[src/rtl/mem_port_arbiter.sv]
// Shares one byte-addressed memory port between the fetch (I) and load/store (D) requesters.
// Grants one request at a time, screens illegal accesses and registers the response.
module mem_port_arbiter #(
    parameter int unsigned MEM_BYTES    = 4096,
    parameter int unsigned STARVE_LIMIT = 3
) (
    input  logic        clk,
    input  logic        rst_n,
    input  logic        i_req,
    input  logic [31:0] i_addr,
    output logic        i_ready,
    output logic        i_valid,
    output logic [31:0] i_rdata,
    output logic        i_err,
    input  logic        d_req,
    input  logic        d_we,
    input  logic [2:0]  d_funct3,
    input  logic [31:0] d_addr,
    input  logic [31:0] d_wdata,
    output logic        d_ready,
    output logic        d_valid,
    output logic [31:0] d_rdata,
    output logic        d_err,
    output logic        mem_read,
    output logic        mem_write,
    output logic [2:0]  mem_funct3,
    output logic [31:0] mem_addr,
    output logic [31:0] mem_wdata,
    input  logic [31:0] mem_data,
    output logic [1:0]  dbg_state
);

    localparam int unsigned CW = (STARVE_LIMIT < 1) ? 1 : $clog2(STARVE_LIMIT + 1);
    localparam logic [CW-1:0] LIMIT = CW'(STARVE_LIMIT);
    localparam logic [32:0] MEM_END = 33'(MEM_BYTES);

    typedef enum logic [1:0] {
        IDLE   = 2'd0,
        ACCESS = 2'd1,
        RESP   = 2'd2
    } state_t;

    state_t        state_q, state_d;
    logic [CW-1:0] starve_q, starve_d;
    logic          gnt_d_q, gnt_d_d;
    logic          we_q, we_d;
    logic [2:0]    funct3_q, funct3_d;
    logic [31:0]   addr_q, addr_d;
    logic [31:0]   wdata_q, wdata_d;
    logic          mem_read_q, mem_read_d;
    logic          mem_write_q, mem_write_d;
    logic          i_valid_q, i_valid_d;
    logic          i_err_q, i_err_d;
    logic [31:0]   i_rdata_q, i_rdata_d;
    logic          d_valid_q, d_valid_d;
    logic          d_err_q, d_err_d;
    logic [31:0]   d_rdata_q, d_rdata_d;

    logic          d_win, d_grant, i_grant;
    logic          sel_we, f3_ok, sel_legal;
    logic [2:0]    sel_f3, sel_size;
    logic [31:0]   sel_addr;
    logic [32:0]   sel_end;

    // D wins unless I is pending and has already been passed over STARVE_LIMIT times.
    assign d_win   = d_req && (!i_req || starve_q != LIMIT);
    assign d_grant = rst_n && state_q == IDLE && d_win;
    assign i_grant = rst_n && state_q == IDLE && i_req && !d_win;

    always_comb begin
        sel_we   = d_grant & d_we;
        sel_f3   = d_grant ? d_funct3 : 3'b010;
        sel_addr = d_grant ? d_addr : i_addr;
        case (sel_f3[1:0])
            2'b00:   sel_size = 3'd1;
            2'b01:   sel_size = 3'd2;
            default: sel_size = 3'd4;
        endcase
        // 33-bit end address so a fetch near 0xFFFFFFFF cannot wrap into range.
        sel_end = {1'b0, sel_addr} + {30'd0, sel_size} - 33'd1;
        if (!d_grant)
            f3_ok = 1'b1;
        else if (d_we)
            f3_ok = d_funct3 inside {3'b000, 3'b001, 3'b010};
        else
            f3_ok = d_funct3 inside {3'b000, 3'b001, 3'b010, 3'b100, 3'b101};
        sel_legal = f3_ok && (sel_end < MEM_END);
    end

    always_comb begin
        state_d     = state_q;
        starve_d    = starve_q;
        gnt_d_d     = gnt_d_q;
        we_d        = we_q;
        funct3_d    = funct3_q;
        addr_d      = addr_q;
        wdata_d     = wdata_q;
        mem_read_d  = 1'b0;
        mem_write_d = 1'b0;
        i_valid_d   = 1'b0;
        i_err_d     = i_err_q;
        i_rdata_d   = i_rdata_q;
        d_valid_d   = 1'b0;
        d_err_d     = d_err_q;
        d_rdata_d   = d_rdata_q;
        unique case (state_q)
            IDLE: begin
                if (d_grant || i_grant) begin
                    gnt_d_d  = d_grant;
                    we_d     = sel_we;
                    funct3_d = sel_f3;
                    addr_d   = sel_addr;
                    if (d_grant)
                        wdata_d = d_wdata;
                    if (sel_legal) begin
                        state_d     = ACCESS;
                        mem_read_d  = !sel_we;
                        mem_write_d = sel_we;
                    end else begin
                        state_d = RESP;
                        if (d_grant) begin
                            d_valid_d = 1'b1;
                            d_err_d   = 1'b1;
                            d_rdata_d = '0;
                        end else begin
                            i_valid_d = 1'b1;
                            i_err_d   = 1'b1;
                            i_rdata_d = '0;
                        end
                    end
                end
                if (d_grant && i_req)
                    starve_d = (starve_q == LIMIT) ? LIMIT : starve_q + CW'(1);
                else if (i_grant || !i_req)
                    starve_d = '0;
            end
            ACCESS: begin
                state_d = RESP;
                if (gnt_d_q) begin
                    d_valid_d = 1'b1;
                    d_err_d   = 1'b0;
                    d_rdata_d = we_q ? '0 : mem_data;
                end else begin
                    i_valid_d = 1'b1;
                    i_err_d   = 1'b0;
                    i_rdata_d = mem_data;
                end
            end
            RESP:    state_d = IDLE;
            default: state_d = IDLE;
        endcase
    end

    always_ff @(posedge clk or negedge rst_n) begin
        if (!rst_n) begin
            state_q     <= IDLE;
            starve_q    <= '0;
            gnt_d_q     <= 1'b0;
            we_q        <= 1'b0;
            funct3_q    <= '0;
            addr_q      <= '0;
            wdata_q     <= '0;
            mem_read_q  <= 1'b0;
            mem_write_q <= 1'b0;
            i_valid_q   <= 1'b0;
            i_err_q     <= 1'b0;
            i_rdata_q   <= '0;
            d_valid_q   <= 1'b0;
            d_err_q     <= 1'b0;
            d_rdata_q   <= '0;
        end else begin
            state_q     <= state_d;
            starve_q    <= starve_d;
            gnt_d_q     <= gnt_d_d;
            we_q        <= we_d;
            funct3_q    <= funct3_d;
            addr_q      <= addr_d;
            wdata_q     <= wdata_d;
            mem_read_q  <= mem_read_d;
            mem_write_q <= mem_write_d;
            i_valid_q   <= i_valid_d;
            i_err_q     <= i_err_d;
            i_rdata_q   <= i_rdata_d;
            d_valid_q   <= d_valid_d;
            d_err_q     <= d_err_d;
            d_rdata_q   <= d_rdata_d;
        end
    end

    assign i_ready    = i_grant;
    assign d_ready    = d_grant;
    assign i_valid    = i_valid_q;
    assign i_err      = i_err_q;
    assign i_rdata    = i_rdata_q;
    assign d_valid    = d_valid_q;
    assign d_err      = d_err_q;
    assign d_rdata    = d_rdata_q;
    assign mem_read   = mem_read_q;
    assign mem_write  = mem_write_q;
    assign mem_funct3 = funct3_q;
    assign mem_addr   = addr_q;
    assign mem_wdata  = wdata_q;
    assign dbg_state  = state_q;

endmodule
[config.mk]
export PLATFORM = sky130hd
export DESIGN_NAME = mem_port_arbiter
export DESIGN_NICKNAME = d
export VERILOG_FILES = /design/src/rtl/mem_port_arbiter.sv
export SDC_FILE = /design/constraint.sdc
export NUM_CORES = 1
export LEC_CHECK = 0
export CAP_MARGIN = 15
export CORE_ASPECT_RATIO = 2
export CORE_MARGIN = 3
export CORE_UTILIZATION = 35
export CTS_BUF_LIST = sky130_fd_sc_hd__clkbuf_8
export DETAILED_ROUTE_END_ITERATION = 10
export SLEW_MARGIN = 20
export SYNTH_ARGS = -nofsm -noshare
export SYNTH_HDL_FRONTEND = slang
export SYNTH_SLANG_ARGS = --single-unit
[constraint.sdc]
create_clock -name clk -period 6.4 [get_ports clk]
set_clock_uncertainty 0.1 [all_clocks]
set_input_delay 1.28 -clock clk [delete_from_list [all_inputs] [get_ports clk]]
set_output_delay 1.28 -clock clk [all_outputs]
set_load 0.01 [all_outputs]
==> impl_metrics.csv <==
group,metric,value,unit
worst_setup_path,start_kind,"input port",
timing,setup_violations,0,
clock_tree,clockBufferDepth,2,
floorplan,die_h,226,um
timing,drv_slew,0,
clock_tree,clock_sinks,143,
clock_tree,clk_latency,470,ps
floorplan,ios,277,
floorplan,dieArea,26300,sq um
timing,finalCritPeriodShare,0.895,
synth,synth_top_flop_cell,"dfrtp_1",
placement,place_congestion,0.975,
floorplan,core_area,23800,sq um
synth,synth-edff-count,0,
power,ir_worst_vdd,0.110,mV
timing,timing.hold.ws,374,ps
power,p_leak,0.00558,uW
synth,yosysUniqueCellTypes,64,
clock_tree,clkTransAtPathRegs,70,ps
worst_setup_path,path_max_fanout,34,
floorplan,start_util,0.356,
drt,wl_per_cell,19.8,um
clock_tree,cts_setup_buffers,0,
drt,viasPerCell,5.31,
finish,layout_commonest_cell,"clkdlybuf4s50_1",
synth,synth-seq-cells,143,
hold_path,hold_class,"register to register",
power,p_total,2740,uW
grt,grt_max_degree,146,
placement,portBuffers,276,
drt,firstDrtPassIters,4,
run_status,status,"finished clean",
synth,synth_cells,944,
drt,drtIter0Drc,417,
finish,finalInstanceArea,12100,sq um
timing,finalCriticalPeriod,5730,ps
drt,wl,29.9,mm
grt,grt_pass1_vias,8117,
clock_tree,cts_root_buf,"clkbuf_8",
timing,tightest_slew,945,ps
clock_tree,tritoncts,"built",
drt,drtAntennaViolNets,0,
floorplan,die_w,116,um
grt,grt_overflow_total,0,
worst_setup_path,crit_chain,"clkdlybuf4s50_1, and4bb_2, nand2_4, inv_2, mux2i_1, inv_1, ha_1, and4_1, and3_1, and2_1, a2bb2oi_1, and2_1, mux2i_1, and3_1, nand4_1, buf_12, o21ai_0",
clock_tree,cts_hold_buffers,0,
clock_tree,cts_resized,0,
timing,relSlewSlack,0.368,
timing,achievable-frequency,0.175,GHz
worst_setup_path,required,6680,ps
clock_tree,cts_max_level,4,
power,cellPowerDensity,227,nW/um^2
grt,grt_antenna_before_repair,2,
worst_setup_path,crit_slowest_cell,"clkdlybuf4s50_1",
placement,dp_hpwl,22.7,mm
worst_setup_path,setup.worst_path.end_class,"register",
finish,final_util,0.507,
worst_setup_path,arrival,6010,ps
timing,finalHoldViolCount,0,
synth,syn_avg_cell_area,8.99,sq um
timing,setup_tns,0,ps
worst_setup_path,slowest_delay,540,ps
synth,ys_warn_count,0,
placement,dpl-instance-area,11600,sq um
timing,rsz0062_at_grt,"no",
finish,area_growth,42.3,%
grt,grt_pass1_wl,45.4,mm
finish,fin_nets,1377,
drt,vias,8022,
finish,layout_common_cells,"clkdlybuf4s50_1, nand2_1, dfrtp_1, a21oi_1, mux2i_1",
synth,ys_seq_area_frac,0.422,
synth,async_reset_ff_frac,1.00,
synth,syn_nets,1112,
clock_tree,cts_buffers,17,
finish,drive_gt1_frac,0.0950,
synth,synthesis.area,8480,sq um
run,drv_cap,0,
drt,route.detailed.drc,0,
floorplan,rows,80,
grt,grt.total_usage,0.229,
worst_setup_path,worstSetupPathType,"input port to register",
## cell usage after synthesis (all sizes together), types with 4 or more instances
| cell | count | share of area |
|---|---|---|
| nand2 | 177 | 0.078 |
| a211o | 6 | 0.0062 |
| mux2i | 68 | 0.080 |
| a2111oi | 4 | 0.0065 |
| nand3 | 12 | 0.0071 |
| and3 | 4 | 0.0029 |
| nor2 | 58 | 0.026 |
| dfrtp | 143 | 0.42 |
| inv | 47 | 0.021 |
| nor2b | 6 | 0.0044 |
| o22ai | 4 | 0.0029 |
| o21a | 5 | 0.0044 |
| o21ai | 61 | 0.039 |
| a211oi | 11 | 0.0097 |
| and4 | 6 | 0.0062 |
| buf | 19 | 0.015 |
| a21o | 12 | 0.011 |
| ha | 32 | 0.047 |
| a21oi | 106 | 0.078 |
| or3 | 4 | 0.0029 |
| a31oi | 4 | 0.0029 |
| o211ai | 5 | 0.0044 |
| nor3 | 8 | 0.0047 |
| and2 | 5 | 0.0037 |
| xnor2 | 5 | 0.0052 |
| clkbuf | 38 | 0.017 |
| a2bb2oi | 33 | 0.034 |
| nand4 | 12 | 0.0088 |
## registers in the layout, indices dropped and copies added (netlist names)
name        flops
i_rdata        32
mem_addr       32
i_valid         1
dbg_state       2
i_err           1
starve_q        2
mem_funct3      3
we_q            1
mem_read        1
d_valid         1
d_err           1
mem_write       1
d_rdata        32
gnt_d_q         1
mem_wdata      32
## kinds of logic after synthesis
group / share of synthesized area
xor gates and xnor gates: 0.00723
AOI/OAI and AO/OA: 0.229
and+or+nand+nor: 0.159
adders and majority gates: 0.0472
DFF: 0.422
buffers and inverters: 0.0528
muxes: 0.0829
## worst max-delay path, delay by kind of cell
family	cells	cell delay [ps]
multiplexers	2	810
AND/OR/NAND/NOR	8	1840
adder cells (fa/ha/maj)	1	410
buffers and inverters	4	1080
AO/OA/AOI/OAI	2	550
## worst paths after layout
check	from	to	slack, ps	cells past startpoint
max	d_req	d_rdata[9]	670	17
min	mem_wdata[15]	mem_wdata[15]	370	2
max reg2reg	dbg_state[1]	d_rdata[9]	1490	16
min reg2reg	mem_wdata[15]	mem_wdata[15]	370	2
max in group asynchronous	rst_n	d_rdata[19]	4670	2
min in group asynchronous	rst_n	starve_q[1]	890	2
## through the flow
step                      worst slack (ps)  instances
after floorplan                       1020        944
after global placement                 220       1476
after detailed placement               194       1476
after CTS                              725       1507
after global routing                   484       1510
final                                  674       1510
## power by group
group	total, uW	internal (uW)	switching [uW]
clock network	799	435	364
logic	904	430	473
registers	1040	988	47.0
total	2740	1850	884
## per-layer routing
layer,global-route usage,wire [um],vias up
met4,0.119,1520,0
li1,-,-,3870
met2,0.442,17300,237
met1,0.221,9880,3847
met5,0,0,-
met3,0.0461,1200,68
## area by class of cell
type | instances | area [sq um]
Inverter | 48 | 180
Tap cell | 287 | 359
Timing Repair Buffer | 303 | 3030
Antenna cell | 2 | 5.00
Sequential cell | 143 | 3580
Clock buffer | 22 | 303
Fill cell | 2343 | 11800
Clock inverter | 9 | 130
Multi-Input combinational cell | 696 | 4490
No activity file was read; power rests on OpenSTA's default activity.
